**src/rtl/seq_mult_taint_gen.sv**
```systemverilog
// Radix-2 shift-add sequential multiplier with per-bit taint, optional SEQ_MULT_EARLY_EXIT_EN.
// Latency: B_WIDTH RUN cycles then one DONE cycle; fewer with early exit in unsigned mode.
// No backpressure: start is only sampled in IDLE, ignored while busy.
module seq_mult_taint_gen #(
  parameter int A_WIDTH = 8,
  parameter int B_WIDTH = 8,
  parameter int P_WIDTH = A_WIDTH + B_WIDTH
) (
  input  logic               clk,
  input  logic               rst_n,
  input  logic               start,
  input  logic               signed_mode,
  input  logic [A_WIDTH-1:0] multiplicand,
  input  logic [B_WIDTH-1:0] multiplier,
  input  logic               start_t,
  input  logic [A_WIDTH-1:0] multiplicand_t,
  input  logic [B_WIDTH-1:0] multiplier_t,
  output logic               busy,
  output logic               done,
  output logic [P_WIDTH-1:0] product,
  output logic [P_WIDTH-1:0] product_t
);

  localparam int CW = $clog2(B_WIDTH);
  localparam logic [CW-1:0] CNT_LAST = CW'(B_WIDTH - 1);
  localparam logic [P_WIDTH-1:0] ONES = '1;

  typedef enum logic [1:0] {S_IDLE, S_RUN, S_DONE} state_t;

  state_t state, state_nxt;

  logic [A_WIDTH-1:0] a_q, at_q;
  logic [B_WIDTH-1:0] b_q, bt_q;
  logic               sm_q, st_q;
  logic [CW-1:0]      cnt_q;
  logic [P_WIDTH-1:0] acc_q, tacc_q;

  logic [P_WIDTH-1:0] a_ext, a_sh, acc_nxt, tacc_nxt;
  logic               b_bit, bt_bit, neg_step, last;
  int                 a_lsb;

  function automatic int lowest_set(input logic [A_WIDTH-1:0] v);
    int idx;
    idx = 0;
    for (int k = A_WIDTH - 1; k >= 0; k--) begin
      if (v[k]) idx = k;
    end
    return idx;
  endfunction

  always_comb begin
    a_ext    = {{(P_WIDTH - A_WIDTH){sm_q & a_q[A_WIDTH-1]}}, a_q};
    a_sh     = a_ext << cnt_q;
    b_bit    = b_q[cnt_q];
    bt_bit   = bt_q[cnt_q];
    neg_step = sm_q && (cnt_q == CNT_LAST);
    a_lsb    = lowest_set(at_q);

    acc_nxt = acc_q;
    if (b_bit) begin
      acc_nxt = neg_step ? (acc_q - a_sh) : (acc_q + a_sh);
    end

    // Carries only move upward, so taint smears from the lowest affected bit to the MSB.
    tacc_nxt = tacc_q;
    if (bt_bit) begin
      tacc_nxt = tacc_q | (ONES << cnt_q);
    end else if (b_bit && (|at_q)) begin
      tacc_nxt = tacc_q | (ONES << (int'(cnt_q) + a_lsb));
    end

`ifdef SEQ_MULT_EARLY_EXIT_EN
    // Stop once no value or taint bit remains above the current position.
    last = (cnt_q == CNT_LAST) ||
           (!sm_q && (((b_q | bt_q) >> cnt_q) <= B_WIDTH'(1)));
`else
    last = (cnt_q == CNT_LAST);
`endif
  end

  always_ff @(posedge clk or negedge rst_n) begin
    if (!rst_n) begin
      state <= S_IDLE;
    end else begin
      state <= state_nxt;
    end
  end

  always_comb begin
    state_nxt = state;
    busy      = 1'b0;
    done      = 1'b0;
    case (state)
      S_IDLE: begin
        if (start) state_nxt = S_RUN;
      end
      S_RUN: begin
        busy = 1'b1;
        if (last) state_nxt = S_DONE;
      end
      S_DONE: begin
        busy      = 1'b1;
        done      = 1'b1;
        state_nxt = S_IDLE;
      end
      default: state_nxt = S_IDLE;
    endcase
  end

  always_ff @(posedge clk or negedge rst_n) begin
    if (!rst_n) begin
      a_q       <= '0;
      at_q      <= '0;
      b_q       <= '0;
      bt_q      <= '0;
      sm_q      <= 1'b0;
      st_q      <= 1'b0;
      cnt_q     <= '0;
      acc_q     <= '0;
      tacc_q    <= '0;
      product   <= '0;
      product_t <= '0;
    end else if (state == S_IDLE) begin
      if (start) begin
        a_q    <= multiplicand;
        at_q   <= multiplicand_t;
        b_q    <= multiplier;
        bt_q   <= multiplier_t;
        sm_q   <= signed_mode;
        st_q   <= start_t;
        cnt_q  <= '0;
        acc_q  <= '0;
        tacc_q <= '0;
      end
    end else if (state == S_RUN) begin
      acc_q  <= acc_nxt;
      tacc_q <= tacc_nxt;
      cnt_q  <= cnt_q + 1'b1;
      if (last) begin
        product   <= acc_nxt;
        product_t <= st_q ? ONES : tacc_nxt;
      end
    end
  end

endmodule

```
**config.mk**
```make
export PLATFORM = sky130hd
export DESIGN_NAME = seq_mult_taint_gen
export DESIGN_NICKNAME = d
export VERILOG_FILES = /design/src/rtl/seq_mult_taint_gen.sv
export SDC_FILE = /design/constraint.sdc
export NUM_CORES = 1
export LEC_CHECK = 0
export CAP_MARGIN = 20
export CELL_PAD_IN_SITES_DETAIL_PLACEMENT = 0
export CELL_PAD_IN_SITES_GLOBAL_PLACEMENT = 1
export CORE_ASPECT_RATIO = 1.2
export CORE_MARGIN = 2
export CORE_UTILIZATION = 47
export DETAILED_ROUTE_END_ITERATION = 12
export GPL_ROUTABILITY_DRIVEN = 0
export GPL_TIMING_DRIVEN = 0
export MAX_ROUTING_LAYER = met4
export PLACE_DENSITY = 0.91
export SYNTH_ARGS = -nofsm -noshare
export SYNTH_HDL_FRONTEND = slang
export SYNTH_SLANG_ARGS = --single-unit
```
**constraint.sdc**
```tcl
create_clock -name clk -period 11 [get_ports clk]
set_clock_uncertainty 0.1 [all_clocks]
set_input_delay 1.1 -clock clk [delete_from_list [all_inputs] [get_ports clk]]
set_output_delay 1.1 -clock clk [all_outputs]
set_load 0.005 [all_outputs]
```
-- Word level (Yosys, flattened, before mapping)
Index checks and enable logic that the tools add are counted.
- bits in registers: 103
- bits in latches: 0
- memory bits (writable): 0
- bits in read-only memories: 0
- input port bits: 37
- output and inout bits: 34
- word-level logic and storage cells: 69
- memories: 0
- add/subtract/negate cells: 4
- $mul: 0
- divide/modulo/power cells: 0
- magnitude comparators: 1
- eq/ne operators: 5
- shift-type cells: 3
- muxes and demuxes: 30
- bitwise gates (word level): 4
- reductions and logical operators: 10
- operators with widths (kind ; number):
    $mux 16 ; 10
    $mux 32 ; 5
    $add 4x32->32 ; 1
    $or 16x16->16 ; 2
    $shl 16x32->16 const A ; 1
    $mux 3 ; 6
    $add 16x16->16 ; 1
    $shl 16x3->16 ; 1
    $shl 16x3->16 const A ; 1
    $sub 16x16->16 ; 1
    $reduce_or 8->1 ; 1
    $bmux 1 s3 ; 2
    $reduce_and 2->1 ; 3
    $lt 3x4->1 const B ; 1
    $mux 1 ; 4
    $mux 2 ; 2
    $ne 2x2->1 const B ; 2
    $pmux 2 s2 ; 1
    $add 3x1->3 const B ; 1
    $eq 3x3->1 const B ; 1
    $reduce_and 3->1 ; 1
    $eq 2x1->1 const B ; 1
    $eq 2x2->1 const B ; 1
    $logic_and 1x1->1 ; 2
    other kinds (5) ; 5

-- Logic depth before layout (Yosys ltp)
Gate-level depths: netlist of run 1.
- word-level depth: 15
- mapped depth: 22

-- Worst setup path before layout of run 1
No wires, ideal clock.
- kind: register to register
- start: register cnt_q[2]
- end: register acc_q[15]
- arrival: 3.895 ns
- required time: 10.831 ns
- path slack: 6.936 ns
- stages on the path, launching flop included: 21
- buffers on the path: 3
- clock period less this slack: 4.064 ns
- path through: dfrtp_1 -> buf_2 -> clkbuf_1 -> clkbuf_1 -> nor3_1 -> inv_1 -> ha_1 -> o21ai_0 -> nor2_1 -> nand3b_1 -> o21ai_0 -> a31oi_1 -> xor2_1 -> ha_1 -> a21o_1 -> a21oi_1 -> nand2_1 -> o221ai_1 -> xnor2_2 -> or4_1 -> nand3_1
- longest elaborated chain between the ends: 6
- RTL lines (element ; line ; source):
    start: declaration ; 35 ; logic [CW-1:0] cnt_q;
    start signal: assignment ; 138 ; cnt_q <= cnt_q + 1'b1;
    $shl 16x3->16 / $eq 3x3->1 (equally long branches) ; 53, 56 ;
    $add 16x16->16, or another cell as far along ; 61 ; acc_nxt = neg_step ? (acc_q - a_sh) : (acc_q + a_sh);
    $mux 16 ; 61 ;
    $mux 16 (*) ; 60 ; if (b_bit) begin
    $mux 16 (*) ; 135 ; end else if (state == S_RUN) begin
    $mux 16 (*) ; 123 ; end else if (state == S_IDLE) begin
    end signal: assignment ; 136 ; acc_q <= acc_nxt;
    end: declaration ; 36 ; logic [P_WIDTH-1:0] acc_q, tacc_q;
Mark *: on every way between the ends. The rest lies on a longest branch, timed or not. The select of a mux whose other input is x is not followed.
A chain may end at the register's enable or synchronous reset.

-- Worst setup path after layout of run 1
Same ends and word-level chain as after synthesis.

==> results of run 1 <==
==> kinds of logic (layout without fill, tap and decap cells) <==
family,after synthesis,count (layout)
flops,103,103
mux,35,35
compound gates,159,159
xor+xnor,29,29
simple gates,310,310
fa+ha+maj,29,29
buf+inv,57,142
==> synthesized netlist by cell type, types with 12 or more instances <==
cell,count,area share (%)
nand2_1,164,9.8
inv_1,17,1.0
nand3_1,23,1.8
nor2_1,64,3.8
o21ai_0,48,3.8
clkbuf_1,27,1.6
nor3_1,13,1.0
dfrtp_1,103,41
mux2i_1,20,3.2
a21oi_1,41,3.3
ha_1,27,5.4
xnor2_1,16,2.2
xor2_1,12,1.7
==> state kept, by name (all words and copies together), names as in the netlist, 8 cells and up <==
name       flops
a_q            8
acc_q         16
at_q           8
b_q            8
bt_q           8
product       16
product_t     16
tacc_q        16
==> power groups by stage <==
stage	Sequential (W)	Clock [W]	Combinational, W
floorplan	0.000594	0	0.00131
global placement	0.000617	0	0.00165
detailed placement	0.000624	0	0.00170
CTS	0.000617	0.000343	0.00171
global route	0.000640	0.000359	0.00191
finish	0.000621	0.000339	0.00172
==> through the flow <==
| stage | cells | setup WS (ns) | util (%) | hold slack (ns) | power, W |
|---|---|---|---|---|---|
| finish | 975 | 6.161 | 57.27 | 0.3768 | 0.002681 |
| global route | 975 | 5.692 | 57.27 | 0.4070 | 0.002912 |
| CTS | 975 | 6.182 | 57.27 | 0.3810 | 0.002669 |
| detailed placement | 961 | 6.241 | 54.92 | 0.3648 | 0.002325 |
| global placement | 960 | 4.976 | 54.73 | 0.3544 | 0.002270 |
| floorplan | 722 | 6.936 | - | 0.3401 | 0.001902 |
==> critical path: cells and delay by family (launching register included) <==
| kind | cells | cell delay, ns |
|---|---|---|
| and+or+nand+nor | 6 | 0.96 |
| AOI/OAI and AO/OA | 6 | 1.23 |
| DFF | 1 | 0.50 |
| adders and majority gates | 2 | 0.51 |
| xor gates and xnor gates | 2 | 0.32 |
| buffers and inverters | 4 | 1.13 |
==> layer usage <==
metal  global-route usage [%]  vias up  routed length [um]  share of wire (%)
li1                         -     2669                   -                  -
met5                        -        -                   0                  0
met1                    30.25     2674                7008                 45
met2                    39.62      163                7693                 49
met3                    3.720       17                 716                4.6
met4                    6.478        0                 238                1.5
==> final cells by class <==
cell class / count / area (sq um)
plain buffers: 37 / 178.9
repair buffers: 71 / 725.7
well taps: 168 / 210.2
multi-input cells: 562 / 3440
fillers: 1174 / 5608
clock buffers: 9 / 225.2
flip-flops and latches: 103 / 2577
inverters: 20 / 75.07
clock inverters: 5 / 82.58
==> how the worst min path moves through the flow <==
stage	from	end	slack, ns	depth (start not counted)
3_3_place_gp	bt_q[2]$_DFFE_PN0P_	bt_q[2]$_DFFE_PN0P_	0.35	2
2_1_floorplan	bt_q[1]$_DFFE_PN0P_	bt_q[1]$_DFFE_PN0P_	0.34	2
4_1_cts	bt_q[4]$_DFFE_PN0P_	bt_q[4]$_DFFE_PN0P_	0.38	2
5_1_grt	product[13]$_DFFE_PN0P_	product[13]$_DFFE_PN0P_	0.41	2
3_5_place_dp	bt_q[4]$_DFFE_PN0P_	bt_q[4]$_DFFE_PN0P_	0.36	2
6_report	bt_q[4]$_DFFE_PN0P_	bt_q[4]$_DFFE_PN0P_	0.38	2
==> metrics.md, run 1 <==
| Metric | Value |
|---|---|
| Gate power share | roughly 64% |
| Crit path launch type | flip-flop |
| Clk buf depth | 2 |
| Routed Antenna Nets | 0 |
| Total GRT Usage | 23.82% |
| Period utilization | 43.99% |
| Grt ovf | 0 |
| Total number of vias | 5523 |
| Main combinational cell family by area after synthesis | simple AND/OR/NAND/NOR gates |
| Largest net degree at the start of global routing | 61 |
| Worst Tran Pin Value | between 0.8 and 0.9 ns |
| Compound-Gate Fraction of Synth Area | 16.50% |
| Most frequent cells in the layout | 164 x nand2_1, 103 x dfrtp_1, 69 x clkdlybuf4s50_1 |
| Hold Violations, Final | 0 |
| Resize count post-CTS | 0 |
| Die Wd | 109.4 um |
| CTS H-tree depth | 3 |
| Commonest non-fill, non-tap cell in the layout | nand2_1 |
| Status | finished clean |
| Setup TNS Final | 0 ns |
| Initial antenna violation count | 0 |
| Netlist cell types | between 60 and 70 |
| Worst-path fanout max | 10 |
| Leak Pwr | 3.487 nW |
| Critical Setup Path Class | flip-flop to flip-flop |
| Root buf cell | clkbuf_16 |
| Synth async-reset ratio | 100.0% |
| Switching power | about 0.0013 W |
| I/O Pins | around 70 |
| Fraction of the mapped netlist area in simple logic gates | 21.55% |
| Reg2reg start | cnt_q[2]$_DFFE_PN0P_ |
| Adder-Cell Fraction of Synth Area | 6.026% |
| Slowest stage delay, CP | ~0.50 ns |
| Setup Fix Bufs, Post-CTS | 0 |
| XOR/XNOR Fraction of Synth Area | 4.170% |
| Crit path to | acc_q[15]$_DFFE_PN0P_ |
| RSZ-0062 raised after global routing | false |
| CORE AREA | 0.01312 sq mm |
| FF-to-FF End | acc_q[15]$_DFFE_PN0P_ |
| IO Port Bufs | 70 |
| WP data required | 11.18 ns |
| Area Growth Syn to Fin | 19.83% |
| Clk_lat worst skew | around 0.35 ns |
| Slowest-stage cell, CP | dfrtp_1 |
| Clock power share | between 10% and 20% |
| Area post-placement | 0.007207 sq mm |
| Multiplexer area fraction after synthesis | 6.604% |
| Worst hold path class | flip-flop to flip-flop |
| Via-per-instance ratio | 5.665 |
| Initial DRC count | 435 |
| TritonCTS buffer count | 9 |
| Switching share of total power | 47.03% |
| Initial core utilization | between 40 and 50% |
| Worst vdd ir | 0.1427 mV |
| Vias in the first global route | around 5400 |
| Fmax | 206.7 MHz |
| WP data arrival | 5.02 ns |
| Seq pwr share | 23.2% |
| Clk sinks | 103 |
| Mean Syn Cell Area | 8.686 sq um |
| Gate Count Post-Synth | 722 |
| Sequential cell area fraction in the yosys report | 41.10% |
| R2R depth | 20 |
| Clock-pin slew on the worst setup and hold paths | about 0.070 ns |
| Share of post-route cells with drive strength above 1 | between 7 and 8% |
| Die ar. | 0.01429 sq mm |
| Reg-to-reg setup timing slack | between 6 and 7 ns |
| First-pass GRT wire length | 26290 um |
| Wire per inst | 16.06 um |
| Dpl hpwl | 11930 um |
| Critical Path Source | cnt_q[2]$_DFFE_PN0P_ |
| Row cnt | 46 |
| Nets@finish | 870 |
| Worst slew margin | 41.93% |
| Drt total wl | roughly 16000 um |
| Pint | 0.001420 W |
| Pwr dens | about 360 mW/mm^2 |
| TritonCTS clock tree | done |
| Synth Register Bits | ~100 |
| Final period demand of the worst path | 4.839 ns |
| Top_reg_cell synth | dfrtp_1 |
| Fin. max-slew vios | 0 |
| Worst Setup End Kind | flip-flop |
| DR DRC count | 0 |
| Post-CTS Hold Fix Bufs | 0 |
| Pre-Repair DR Iteration Count | 5 |
| Synth warnings | 0 |
| Antenna fix cells | 0 |
| Die H | around 130 um |
| Synth Net Count | 788 |
| Max Cap Viol | 0 |
| Post-synth EDFFs | 0 |
| CP Cell Sequence | buf_2, clkbuf_1, clkbuf_1, nor3_1, inv_1, ha_1, o21ai_0, nor2_1, nand3b_1, o21ai_0, a31oi_1, xor2_1, ha_1, a21o_1, a21oi_1, nand2_1, o221ai_1, xnor2_2, or4_1, nand3_1 |
| Mapped cell area | 0.006271 sq mm |
| Final setup fails | 0 |
| Final Instance Area | between 0.007 and 0.008 sq mm |
Power figures use the tool's default switching activity.
==> run 2: changes to the inputs <==
CORE_UTILIZATION = 39   (was 47)
PLACE_DENSITY = 0.81   (was 0.91)
clock period = 4.1 ns   (was 11 ns; I/O delays follow)
==> metrics.md, run 2 (same netlist as run 1, synthesis figures left out) <==
| Metric | Value |
|---|---|
| Share of post-route cells with drive strength above 1 | 13.66% (+6.4 points) |
| Crit path launch type | flip-flop |
| Worst vdd ir | 0.3525 mV (+150%) |
| Setup TNS Final | 0 ns (unchanged) |
| Via-per-instance ratio | 5.361 (-5.4%) |
| Routed Antenna Nets | 0 (unchanged) |
| Total GRT Usage | 20.13% (-3.7 points) |
| Row cnt | 50 (+8.7%) |
| Clk sinks | 103 (unchanged) |
| Clk_lat worst skew | 0.35 ns (about the same) |
| IO Port Bufs | 70 (unchanged) |
| Total power | 0.007630 W (+180%) |
| Largest net degree at the start of global routing | 58 (-4.9%) |
| First-pass GRT wire length | 26850 um (+2.1%) |
| Reg-to-reg setup timing slack | 0.15 ns (-6.01 ns) |
| Die H | 142.9 um (+9.5%) |
| Wire per inst | 15.91 um (-0.89%) |
| Hold Violations, Final | 0 (unchanged) |
| Fin. max-slew vios | 0 (unchanged) |
| Initial core utilization | 40.10% (-7.7 points) |
| Die Wd | 119.8 um (+9.4%) |
| Total number of vias | 5549 (+0.47%) |
| Root buf cell | clkbuf_16 |
| Initial antenna violation count | 0 (unchanged) |
| Dpl hpwl | 12300 um (+3.0%) |
| Commonest non-fill, non-tap cell in the layout | nand2_1 |
| Antenna fix cells | 0 (unchanged) |
| Clock-pin slew on the worst setup and hold paths | 0.07 ns (about the same) |
| I/O Pins | 71 (unchanged) |
| WP data arrival | 4.13 ns (-0.89 ns) |
| Initial DRC count | 375 (-14%) |
| Core Util, Final | 50.55% (-6.7 points) |
| Post-placement setup slack | -0.6808 ns (-6.922 ns) |
| Grt ovf | 0 (unchanged) |
| DR DRC count | 0 (unchanged) |
| Die ar. | 0.01711 sq mm (+20%) |
| Fmax | 253.0 MHz (+22%) |
| CTS H-tree depth | 3 (unchanged) |
| Vias in the first global route | 5361 (-1.1%) |
| Clk buf depth | 2 (unchanged) |
| Max Cap Viol | 0 (unchanged) |
| Final period demand of the worst path | 3.952 ns (-0.8865 ns) |
| CORE AREA | 0.01564 sq mm (+19%) |
| Status | finished clean |
| Final setup fails | 0 (unchanged) |
| Worst slew margin | 35.41% (-6.5 points) |
| Drt total wl | 16470 um (+5.2%) |
| Period utilization | 96.39% (+52 points) |
| Worst-path fanout max | 5 (-5) |
| TritonCTS buffer count | 9 (unchanged) |
| Area Growth Syn to Fin | 26.08% |
| WHS | 0.3749 ns (-0.001886 ns) |
| Worst Slack Setup Final | 0.1479 ns (-6.013 ns) |
| Pwr dens | 965.1 mW/mm^2 (+170%) |
| Worst Tran Pin Value | 0.9600 ns (+0.09682 ns) |
| Leak Pwr | 3.617 nW (+3.7%) |
| Most frequent cells in the layout | 163 x nand2_1, 102 x dfrtp_1, 69 x clkdlybuf4s50_1 |
| Nets@finish | 889 (+2.2%) |
| Critical Setup Path Class | flip-flop to flip-flop |
| Worst Setup End Kind | flip-flop |
| Pre-Repair DR Iteration Count | 5 (unchanged) |
| TritonCTS clock tree | done |
| Worst hold path class | flip-flop to flip-flop |
| WP data required | 4.28 ns (-6.90 ns) |
==> run 2: cell count changes in the layout (fill, tap and decap cells not counted), sizes merged <==
cell	change
bufinv	-1
dlygate4sd3	+1
buf	+22
clkinvlp	+1
clkbuf	-2
clkinv	-1
==> run 2: path summary, 6_finish.rpt <==
path | start | to | depth (start not counted)
min reg2reg | b_q[4]$_DFFE_PN0P_ | b_q[4]$_DFFE_PN0P_ | 2
max reg2reg | cnt_q[2]$_DFFE_PN0P_ | product[15]$_DFFE_PN0P_ | 17
max | cnt_q[2]$_DFFE_PN0P_ | product[15]$_DFFE_PN0P_ | 17
max in group asynchronous | rst_n | cnt_q[2]$_DFFE_PN0P_ | 3
min in group asynchronous | rst_n | acc_q[1]$_DFFE_PN0P_ | 2
min | b_q[4]$_DFFE_PN0P_ | b_q[4]$_DFFE_PN0P_ | 2
==> run 2: area by class of cell <==
type / count / area (sq um)
fill: 1509 / 7734
multi-input combinational: 562 / 3590
sequential: 103 / 2579
timing repair buffer: 92 / 885.9
tap: 208 / 260.3
clock buffer: 11 / 242.7
buffer: 35 / 219.0
inverter: 20 / 75.07
clock inverter: 4 / 55.05
==> run 2: where the power goes <==
part | internal [W] | switching, W
Sequential | 0.00137 | 0.000303
Combinational | 0.00218 | 0.00290
Clock | 0.000490 | 0.000375
==> run 2: worst max-delay path: stages, from the launching register on <==
cell and delay [ns]:
dfrtp_2 0.46, buf_6 0.15, buf_4 0.14, buf_4 0.14
mux4_2 0.28, nor2_1 0.14, a31oi_2 0.10, or3_1 0.40
o21ai_1 0.16, xor2_1 0.09, ha_1 0.36, and3_1 0.21
nand2_1 0.08, o22ai_2 0.18, o221ai_2 0.16, xnor2_2 0.18
or3_1 0.37, a31oi_1 0.16
==> run 2: layer usage <==
metal	routed length [um]	track usage, %	vias to the layer above
met3	553	2.995	28
met2	8265	33.77	139
met5	0	-	-
met1	7367	25.22	2686
li1	-	-	2696
met4	285	6.130	0
==> run 2: what timing repair did <==
| item | 4_1_cts | 5_1_grt |
|---|---|---|
| gates resized for setup | 24 | 41 |
| hold endpoints to repair | 22 | 0 |
| pin swaps | 5 | 22 |
| endpoints found under the setup margin | 15 | 12 |
| hold buffers | 1 | 0 |
| setup buffers | 5 | 15 |
==> run 2: stage by stage <==
step | cell area (sq um) | std cells
finish | 7906 | 1035
global route | 7906 | 1035
CTS | 7674 | 1022
detailed placement | 7257 | 1001
global placement | 7232 | 1000
floorplan | 6271 | 722
